**config.mk**
```make
export PLATFORM = sky130hd
export DESIGN_NAME = mips_mc_control
export DESIGN_NICKNAME = d
export VERILOG_FILES = /design/src/rtl/mips_mc_control.sv
export SDC_FILE = /design/constraint.sdc
export NUM_CORES = 1
export LEC_CHECK = 0
export CAP_MARGIN = 30
export CORE_MARGIN = 2
export CORE_UTILIZATION = 45
export CTS_BUF_LIST = sky130_fd_sc_hd__clkbuf_8
export DETAILED_ROUTE_END_ITERATION = 7
export PLACE_DENSITY = 0.79
export SLEW_MARGIN = 20
export SYNTH_ARGS = -nofsm -noshare
export SYNTH_HDL_FRONTEND = slang
export SYNTH_SLANG_ARGS = --single-unit
```
**constraint.sdc**
```tcl
create_clock -name clk -period 2.1 [get_ports clk]
set_input_delay 0.42 -clock clk [delete_from_list [all_inputs] [get_ports clk]]
set_output_delay 0.42 -clock clk [all_outputs]
set_load 0.03 [all_outputs]
```
**src/rtl/mips_mc_control.sv**
```systemverilog
// Main control FSM for the multicycle MIPS datapath: sequences fetch/decode/execute/memory/writeback.
// Latency: one step per clock; outputs combinational from state (BRANCH pcen also from zero/a_sign).
// Backpressure: none; reset_n low aborts the instruction in flight and masks every enable at once.
module mips_mc_control #(
    parameter logic [4:0] RA_REG = 5'd31
) (
    input  logic       clk,
    input  logic       reset_n,
    input  logic [5:0] opcode,
    input  logic [5:0] funct,
    input  logic [4:0] rt,
    input  logic       zero,
    input  logic       a_sign,
    output logic       pcen,
    output logic       iord,
    output logic       memwrite,
    output logic       irwrite,
    output logic [1:0] regdst,
    output logic [1:0] memtoreg,
    output logic       regwrite,
    output logic       alusrca,
    output logic [1:0] alusrcb,
    output logic       immext,
    output logic [1:0] pcsrc,
    output logic [2:0] alucontrol,
    output logic       illegal,
    output logic       instr_done
);

    // Opcodes
    localparam logic [5:0] OP_RTYPE  = 6'd0;
    localparam logic [5:0] OP_REGIMM = 6'd1;   // BLTZ (rt=0) / BGEZ (rt=1)
    localparam logic [5:0] OP_J      = 6'd2;
    localparam logic [5:0] OP_JAL    = 6'd3;
    localparam logic [5:0] OP_BEQ    = 6'd4;
    localparam logic [5:0] OP_BNE    = 6'd5;
    localparam logic [5:0] OP_ADDI   = 6'd8;
    localparam logic [5:0] OP_ORI    = 6'd13;
    localparam logic [5:0] OP_LW     = 6'd35;
    localparam logic [5:0] OP_SW     = 6'd43;

    // R-type function codes
    localparam logic [5:0] F_JR  = 6'd8;
    localparam logic [5:0] F_ADD = 6'd32;
    localparam logic [5:0] F_SUB = 6'd34;
    localparam logic [5:0] F_AND = 6'd36;
    localparam logic [5:0] F_OR  = 6'd37;
    localparam logic [5:0] F_XOR = 6'd38;
    localparam logic [5:0] F_NOR = 6'd39;
    localparam logic [5:0] F_SLT = 6'd42;

    // ALU control codes
    localparam logic [2:0] ALU_AND = 3'b000;
    localparam logic [2:0] ALU_OR  = 3'b001;
    localparam logic [2:0] ALU_ADD = 3'b010;
    localparam logic [2:0] ALU_XOR = 3'b011;
    localparam logic [2:0] ALU_NOR = 3'b100;
    localparam logic [2:0] ALU_SUB = 3'b110;
    localparam logic [2:0] ALU_SLT = 3'b111;

    // Branch flavour remembered from DECODE so BRANCH never looks at the IR
    localparam logic [1:0] BR_EQ  = 2'd0;
    localparam logic [1:0] BR_NE  = 2'd1;
    localparam logic [1:0] BR_LTZ = 2'd2;
    localparam logic [1:0] BR_GEZ = 2'd3;

    typedef enum logic [3:0] {
        S_FETCH   = 4'd0,
        S_DECODE  = 4'd1,
        S_MEMADR  = 4'd2,
        S_MEMRD   = 4'd3,
        S_MEMWB   = 4'd4,
        S_MEMWR   = 4'd5,
        S_EXECUTE = 4'd6,
        S_ALUWB   = 4'd7,
        S_BRANCH  = 4'd8,
        S_ADDIEX  = 4'd9,
        S_ORIEX   = 4'd10,
        S_IMMWB   = 4'd11,
        S_JUMP    = 4'd12,
        S_JAL     = 4'd13,
        S_JR      = 4'd14,
        S_BAD     = 4'd15
    } state_t;

    // The link register number is hardwired in the datapath behind regdst=2'b10;
    // it is kept here only so the controller documents which register JAL targets.
    logic [4:0] ra_reg_unused;
    assign ra_reg_unused = RA_REG;

    state_t     state_q, state_d;
    logic [1:0] br_kind_q, br_kind_d;
    logic [2:0] alu_op_q, alu_op_d;

    state_t     dec_next;
    logic       dec_illegal;
    logic [1:0] dec_br;
    logic [2:0] dec_alu;

    // State register plus the decode facts captured for later steps
    always_ff @(posedge clk or negedge reset_n) begin
        if (!reset_n) begin
            state_q   <= S_FETCH;
            br_kind_q <= BR_EQ;
            alu_op_q  <= ALU_ADD;
        end else begin
            state_q   <= state_d;
            br_kind_q <= br_kind_d;
            alu_op_q  <= alu_op_d;
        end
    end

    // Instruction decode: dispatch target, legality, branch flavour and R-type ALU op
    always_comb begin
        dec_next    = S_FETCH;
        dec_illegal = 1'b0;
        dec_br      = BR_EQ;
        dec_alu     = ALU_ADD;
        case (opcode)
            OP_LW, OP_SW: dec_next = S_MEMADR;
            OP_RTYPE: begin
                dec_next = S_EXECUTE;
                case (funct)
                    F_JR:    dec_next = S_JR;
                    F_ADD:   dec_alu  = ALU_ADD;
                    F_SUB:   dec_alu  = ALU_SUB;
                    F_AND:   dec_alu  = ALU_AND;
                    F_OR:    dec_alu  = ALU_OR;
                    F_XOR:   dec_alu  = ALU_XOR;
                    F_NOR:   dec_alu  = ALU_NOR;
                    F_SLT:   dec_alu  = ALU_SLT;
                    default: begin
                        dec_next    = S_FETCH;
                        dec_illegal = 1'b1;
                    end
                endcase
            end
            OP_BEQ: begin
                dec_next = S_BRANCH;
                dec_br   = BR_EQ;
            end
            OP_BNE: begin
                dec_next = S_BRANCH;
                dec_br   = BR_NE;
            end
            OP_REGIMM: begin
                if (rt == 5'd0) begin
                    dec_next = S_BRANCH;
                    dec_br   = BR_LTZ;
                end else if (rt == 5'd1) begin
                    dec_next = S_BRANCH;
                    dec_br   = BR_GEZ;
                end else begin
                    dec_illegal = 1'b1;
                end
            end
            OP_ADDI: dec_next = S_ADDIEX;
            OP_ORI:  dec_next = S_ORIEX;
            OP_J:    dec_next = S_JUMP;
            OP_JAL:  dec_next = S_JAL;
            default: dec_illegal = 1'b1;
        endcase
    end

    // Next-state logic; the IR is only consulted in DECODE and MEMADR
    always_comb begin
        state_d   = S_FETCH;
        br_kind_d = br_kind_q;
        alu_op_d  = alu_op_q;
        case (state_q)
            S_FETCH:   state_d = S_DECODE;
            S_DECODE: begin
                state_d   = dec_next;
                br_kind_d = dec_br;
                alu_op_d  = dec_alu;
            end
            S_MEMADR:  state_d = (opcode == OP_LW) ? S_MEMRD : S_MEMWR;
            S_MEMRD:   state_d = S_MEMWB;
            S_EXECUTE: state_d = S_ALUWB;
            S_ADDIEX:  state_d = S_IMMWB;
            S_ORIEX:   state_d = S_IMMWB;
            default:   state_d = S_FETCH;   // final steps and the unused encoding
        endcase
    end

    // Datapath controls per state; enables and pulses are masked while reset is held
    always_comb begin
        pcen       = 1'b0;
        iord       = 1'b0;
        memwrite   = 1'b0;
        irwrite    = 1'b0;
        regdst     = 2'b00;
        memtoreg   = 2'b00;
        regwrite   = 1'b0;
        alusrca    = 1'b0;
        alusrcb    = 2'b00;
        immext     = 1'b0;
        pcsrc      = 2'b00;
        alucontrol = ALU_ADD;
        illegal    = 1'b0;
        instr_done = 1'b0;
        case (state_q)
            S_FETCH: begin
                irwrite = 1'b1;
                alusrcb = 2'b01;
                pcen    = 1'b1;
            end
            S_DECODE: begin
                alusrcb = 2'b11;            // branch target into ALUOut
                illegal = dec_illegal;
            end
            S_MEMADR: begin
                alusrca = 1'b1;
                alusrcb = 2'b10;
            end
            S_MEMRD: iord = 1'b1;
            S_MEMWB: begin
                regwrite   = 1'b1;
                memtoreg   = 2'b01;
                instr_done = 1'b1;
            end
            S_MEMWR: begin
                iord       = 1'b1;
                memwrite   = 1'b1;
                instr_done = 1'b1;
            end
            S_EXECUTE: begin
                alusrca    = 1'b1;
                alucontrol = alu_op_q;
            end
            S_ALUWB: begin
                regwrite   = 1'b1;
                regdst     = 2'b01;
                instr_done = 1'b1;
            end
            S_BRANCH: begin
                alusrca    = 1'b1;
                alucontrol = ALU_SUB;
                pcsrc      = 2'b01;
                instr_done = 1'b1;
                case (br_kind_q)
                    BR_EQ:   pcen = zero;
                    BR_NE:   pcen = ~zero;
                    BR_LTZ:  pcen = a_sign;
                    default: pcen = ~a_sign;
                endcase
            end
            S_ADDIEX: begin
                alusrca = 1'b1;
                alusrcb = 2'b10;
            end
            S_ORIEX: begin
                alusrca    = 1'b1;
                alusrcb    = 2'b10;
                immext     = 1'b1;
                alucontrol = ALU_OR;
            end
            S_IMMWB: begin
                regwrite   = 1'b1;
                instr_done = 1'b1;
            end
            S_JUMP: begin
                pcsrc      = 2'b10;
                pcen       = 1'b1;
                instr_done = 1'b1;
            end
            S_JAL: begin
                // PC already holds PC+4 from FETCH, so the link value is ready this cycle
                pcsrc      = 2'b10;
                pcen       = 1'b1;
                regwrite   = 1'b1;
                regdst     = 2'b10;
                memtoreg   = 2'b10;
                instr_done = 1'b1;
            end
            S_JR: begin
                pcsrc      = 2'b11;
                pcen       = 1'b1;
                instr_done = 1'b1;
            end
            default: ;                     // unused encoding: everything idle
        endcase
        if (!reset_n) begin
            pcen       = 1'b0;
            irwrite    = 1'b0;
            memwrite   = 1'b0;
            regwrite   = 1'b0;
            illegal    = 1'b0;
            instr_done = 1'b0;
        end
    end

endmodule

```
==> reports/metrics.cfg, run 1 <==
[sta]
period_needed_ns=2.07
setup_viol=0
worst_clock_skew_ns=0.00126
relSlewSlack_pct=70.1
final-hold-violation-count=0
fmax_mhz=484
worst_pin_slew_ns=0.445
holdWs_ns=0.483
period_share_pct=98.3
grt_setup_unrepaired=yes
layout_setup_ws_ns=0.0347
slew_violations=0

[setup_path]
crit_slowest_cell=clkdlybuf4s50_1
cp_num_buf_inv=2
crit_chain=clkdlybuf4s50_1, nor4_4, nor2_2, nor2_2, a2111oi_4, buf_4
critical_path_class=in -> out
start_kind=input port
cp_common_cell=nor2_2
end_kind=output port
path_max_fanout=2
cp_top_family=buffers and inverters
worstPathArrival_ns=1.65
critPathMaxStageDelay_ns=0.44
critPathRequiredTime_ns=1.68

[synthesis]
synth_seq_cells=9
yosysTopAreaCellShare_pct=18.0
ys_seq_area_share_pct=20.3
syn_nets=177
ys_warn_count=0
syn_avg_cell_area_um2=7.15
synth_enable_flop_cells=0
synth_top_area_cell=dfrtp_1
syn_inst=156
yosys-top-cells-count=nand2_1, nor2_1, a21oi_1
syn-cell-area_um2=1110
synthDistinctLibCells=49
async_flop_share_pct=100
yosysMostFrequentCell=nand2_1
synth_area_leaders=dfrtp_1, a21oi_1, nand2_1
synth_ff_type=dfrtp_1

[place]
portBuffers=40
post_dp_cell_area_um2=1750
dp.cells=250
place.gp.congestion=0.857
dpl.hpwl_um=2770
place_ws_ns=-0.310

[route]
drt-total-wl_um=3870
drc=0
first_iter_violations=28
dr.pass1.iters=4
routedWlPerCell_um=14.8
ant_nets=0
vias=1479
vias_per_cell=5.67

[pwr]
p_int_mw=0.608
ir_drop_mv=0.374
finalPower_mw=1.05
leakage_nw=0.929
power.share.switching_pct=42.2
combPwrFrac_pct=58.6
p_per_area_nw_per_um2=549
pwr-share-clk_pct=18.7
p_switching_mw=0.445
power_frac_seq_pct=22.7

[die]
coreArea_um2=2410
initial_utilization_pct=46.3
ios=41
die_h_um=53.8
rows=18
dieArea_um2=2890
die_width_um=53.8

[global_routing]
grt_usage_pct=25.2
grt_pass1_wl_um=5410
overflow=0
grt_start_max_net_pins=12
antenna_found_initial=0
grt_pass1_vias=1295

[clock_tree]
clock_latency_ns=0.23
hold_buffers=0
htree_levels=1
cts.clk_slew.worst_paths_ns=0.04
cts_buffers=3
clk_path_buf_depth=2
cts_root_buffer=clkbuf_8
cts_tree=yes
cts_num_sinks=9

[final_layout]
nFillCells=167
final_nets=253
antennaDiodeCount=0
syn2layout_area_growth_pct=72.2
stdcell_area_um2=1920
finalNonFillerCells=261
drive_gt1_share_pct=41.1

[flow_run]
drv_cap=0

[outcome]
outcome=complete, no violations

[hold_path]
holdCritPathClass=reg -> reg

## power groups by stage
stage	logic (mW)	clock network, mW	registers (mW)
finish	0.617	0.197	0.239
global route	0.666	0.203	0.245
CTS	0.578	0.197	0.238
detailed placement	0.575	0	0.241
global placement	0.562	0	0.239
floorplan	0.350	0	0.219
## flip-flops by register name (all words and copies together) (netlist names)
signal	cells
state_q	4
br_kind_q	2
alu_op_q	3
## kinds of logic (layout without fill, tap and decap cells)
logic type	Yosys count	in the layout	synth area share, %
buffers and inverters	19	94	9.54
flip-flops	9	9	20.3
multiplexers	2	2	1.80
adder cells (fa/ha/maj)	1	1	0.898
AO/OA/AOI/OAI	47	47	26.8
AND/OR/NAND/NOR	74	74	37.5
XOR/XNOR	4	4	3.14
## layout by cell type (no fill, tap or decap), types with 6 or more instances in the layout
cell	count
a21oi_1	12
clkdlybuf4s50_1	6
nor3_1	7
buf_4	53
nand2_1	17
nor2_1	13
o21ai_0	8
dlymetal6s2s_1	8
clkbuf_2	6
dlygate4sd2_1	9
inv_1	6
## per-layer routing
metal  up-vias  routed length (um)  global-route usage [%]
met3        18                 197                   0.833
li1        707                   -                       -
met5         -                   0                       0
met2        83                2090                    47.8
met1       671                1480                    27.9
met4         0                 106                    13.2
## tightest hold or removal path, delay by kind of cell (launching register included)
family          cells  cell delay [ns]
compound gates      1             0.07
flops               1             0.36
simple gates        1             0.04
## area by class of cell
type                       count  area, um^2  area share, %
clock buffer                   3        41.3           2.15
clock inverter                 1        3.75          0.196
inverter                       5        18.8          0.978
multi-input combinational    128         887           46.2
sequential                     9         230           12.0
tap                           30        37.5           1.96
timing repair buffer          85         701           36.5
## through the flow
stage / utilization (%) / setup TNS, ns
floorplan: - / 0
global placement: 72.5 / -0.287
detailed placement: 72.5 / -0.440
CTS: 75.5 / -0.0855
global route: 79.6 / -0.0478
finish: 79.6 / 0
## repair_timing
item,4_1_cts,5_1_grt
setup endpoints to repair,10,2
setup buffers,1,6
resized for setup,23,35
pin swaps,3,13
## path summary, 6_finish.rpt
check,depth (start not counted),startpoint,endpoint,slack (ns)
min in group asynchronous,2,reset_n,state_q[0]$_DFF_PN0_,0.51
setup reg to reg,7,state_q[0]$_DFF_PN0_,state_q[2]$_DFF_PN0_,0.55
hold reg to reg,2,alu_op_q[1]$_DFFE_PN1P_,alu_op_q[1]$_DFFE_PN1P_,0.48
hold / removal,2,alu_op_q[1]$_DFFE_PN1P_,alu_op_q[1]$_DFFE_PN1P_,0.48
setup / recovery,6,rt[2],illegal,0.03
max in group asynchronous,2,reset_n,alu_op_q[1]$_DFFE_PN1P_,1.37
(Power assumes the default switching activity.)
==> inputs of run 2 (changes only) <==
GPL_TIMING_DRIVEN = 0   (was not set)
==> run 2 against run 1 <==
Against the previous run:
- largest cell class unchanged
- cell count fell by 7.7%
- register-to-register slack improved by 0.06 ns
- hold slack worse by 0.34 ns
- count of clock-buffer cells in the layout stayed put
- global-route usage shrank 0.94 points
- largest power group unchanged
- power down 6.7%
- the run now ends with setup timing left
- die area unchanged
- utilization shrank 6.3 points
- clock skew rose by 0.00055 ns
- first-iteration DRC count grew 14%
==> reports/metrics.cfg, run 2 (synthesis gave the netlist of run 1 again) <==
[sta]
period_needed_ns=2.20  ; +0.139 ns
slew_violations=0  ; unchanged
setup_viol=2  ; +2
setup-tns-final_ns=-0.105  ; -0.105 ns
layout_setup_ws_ns=-0.105  ; -0.139 ns
period_share_pct=105  ; +6.6 points
grt_setup_unrepaired=yes
worst_pin_slew_ns=0.303  ; -0.142 ns
final-hold-violation-count=0  ; unchanged
relSlewSlack_pct=79.5  ; +9.4 points
worst_clock_skew_ns=0.00181  ; +0.000549 ns
fmax_mhz=454  ; -6.3%

[place]
portBuffers=40  ; unchanged
place.gp.congestion=0.902  ; +5.3%
dpl.hpwl_um=2450  ; -12%
post_dp_cell_area_um2=1580  ; -9.7%

[setup_path]
crit_slowest_cell=a2111oi_4
critPathMaxStageDelay_ns=0.39  ; -0.05 ns
start_kind=input port
cp_common_cell=buf_6
critical_path_class=in -> out
end_kind=output port
crit_chain=buf_2, buf_6, nor2b_1, a21oi_1, o32ai_2, a2111oi_4, buf_6
critPathRequiredTime_ns=1.68  ; about the same
cp_num_buf_inv=3  ; +1
worstPathArrival_ns=1.78  ; +0.13 ns
path_max_fanout=10  ; +8
cp_top_family=compound AO/OA/AOI/OAI gates

[die]
die_width_um=53.8  ; unchanged
die_h_um=53.8  ; unchanged
initial_utilization_pct=46.3  ; unchanged
coreArea_um2=2410  ; unchanged
ios=41  ; unchanged
rows=18  ; unchanged
dieArea_um2=2890  ; unchanged

[global_routing]
grt_pass1_vias=1174  ; -9.3%
grt_usage_pct=24.2  ; -0.94 points
antenna_found_initial=0  ; unchanged
overflow=0  ; unchanged
grt_start_max_net_pins=12  ; unchanged
grt_pass1_wl_um=5180  ; -4.2%

[outcome]
failed_checks=setup timing
outcome=complete, but fails checks

[route]
ant_nets=0  ; unchanged
routedWlPerCell_um=15.7  ; +5.7%
drc=0  ; unchanged
first_iter_violations=32  ; +14%
vias_per_cell=5.73  ; +1.2%
drt-total-wl_um=3780  ; -2.4%
vias=1382  ; -6.6%
dr.pass1.iters=4  ; unchanged

[pwr]
p_per_area_nw_per_um2=556  ; +1.4%
ir_drop_mv=0.338  ; -9.6%
leakage_nw=0.783  ; -16%

[clock_tree]
htree_levels=1  ; unchanged
cts_buffers=3  ; unchanged
cts_root_buffer=clkbuf_8
clk_path_buf_depth=2  ; unchanged
hold_buffers=0  ; unchanged
clock_latency_ns=0.23  ; about the same
cts_num_sinks=9  ; unchanged
cts.clk_slew.worst_paths_ns=0.04  ; about the same
cts_tree=yes

[final_layout]
final_common_cell=nand2_1
syn2layout_area_growth_pct=58.5
stdcell_area_um2=1770  ; -8.0%
nFillCells=190  ; +14%
drive_gt1_share_pct=34.1  ; -7.0 points
antennaDiodeCount=0  ; unchanged
largest_register_ffs=4  ; unchanged
biggestRegsByFlops=state_q (4), alu_op_q (3), br_kind_q (2)
layout_common_cells=nand2_1, buf_4, nor2_1, a21oi_1, clkdlybuf4s50_1
largest-register=state_q
final_nets=233  ; -7.9%

[hold_path]
holdCritPathClass=in -> async

[flow_run]
drv_cap=0  ; unchanged

## run 2: timing repair
item / CTS / global route
endpoints found under the setup margin: 20 / 15
pin swaps: 3 / 9
gates resized for setup: 66 / 46
endpoints found under the hold margin: 0 / 0
setup buffers: 4 / 7
## run 2: layer usage
layer | global-route usage [%] | routed length [um]
met1 | 28.1 | 1500
met2 | 44.7 | 1970
met3 | 1.67 | 209
met4 | 11.1 | 97
met5 | 0 | 0
## run 2: path summary, 6_finish.rpt
path | from | end | slack (ns) | cells after the start
worst max-delay path | opcode[2] | illegal | -0.10 | 7
worst min-delay path | reset_n | state_q[1]$_DFF_PN0_ | 0.14 | 1
worst max register to register | state_q[2]$_DFF_PN0_ | br_kind_q[0]$_DFFE_PN0P_ | 0.61 | 5
worst min register to register | alu_op_q[1]$_DFFE_PN1P_ | alu_op_q[1]$_DFFE_PN1P_ | 0.47 | 2
max in group asynchronous | reset_n | alu_op_q[1]$_DFFE_PN1P_ | 1.69 | 1
min in group clk | alu_op_q[1]$_DFFE_PN1P_ | alu_op_q[1]$_DFFE_PN1P_ | 0.47 | 2
## run 2: metrics by stage
step / total power [mW] / hold WS (ns) / util [%] / instances / setup WS [ns]
finish: 0.983 / 0.142 / 73.3 / 241 / -0.105
global route: 1.04 / 0.175 / 73.3 / 241 / -0.135
CTS: 0.936 / 0.154 / 70.2 / 234 / -0.142
detailed placement: 0.746 / 0.469 / 65.5 / 226 / -0.883
global placement: 0.740 / 0.465 / 65.5 / 226 / -0.893
floorplan: 0.569 / 0.124 / - / 156 / 0.0786
## run 2: where the power goes
part           internal [mW]  switching [mW]
Clock                  0.127          0.0684
Sequential             0.203          0.0155
Combinational          0.229           0.340
## run 2: layout make-up
cell class / count / area [um^2] / share of cell area, %
multi-input cells: 128 / 891 / 50.4
repair buffers: 51 / 434 / 24.6
flip-flops and latches: 9 / 226 / 12.8
plain buffers: 14 / 114 / 6.44
clock buffers: 3 / 41.3 / 2.34
well taps: 30 / 37.5 / 2.12
inverters: 5 / 18.8 / 1.06
clock inverters: 1 / 3.75 / 0.212
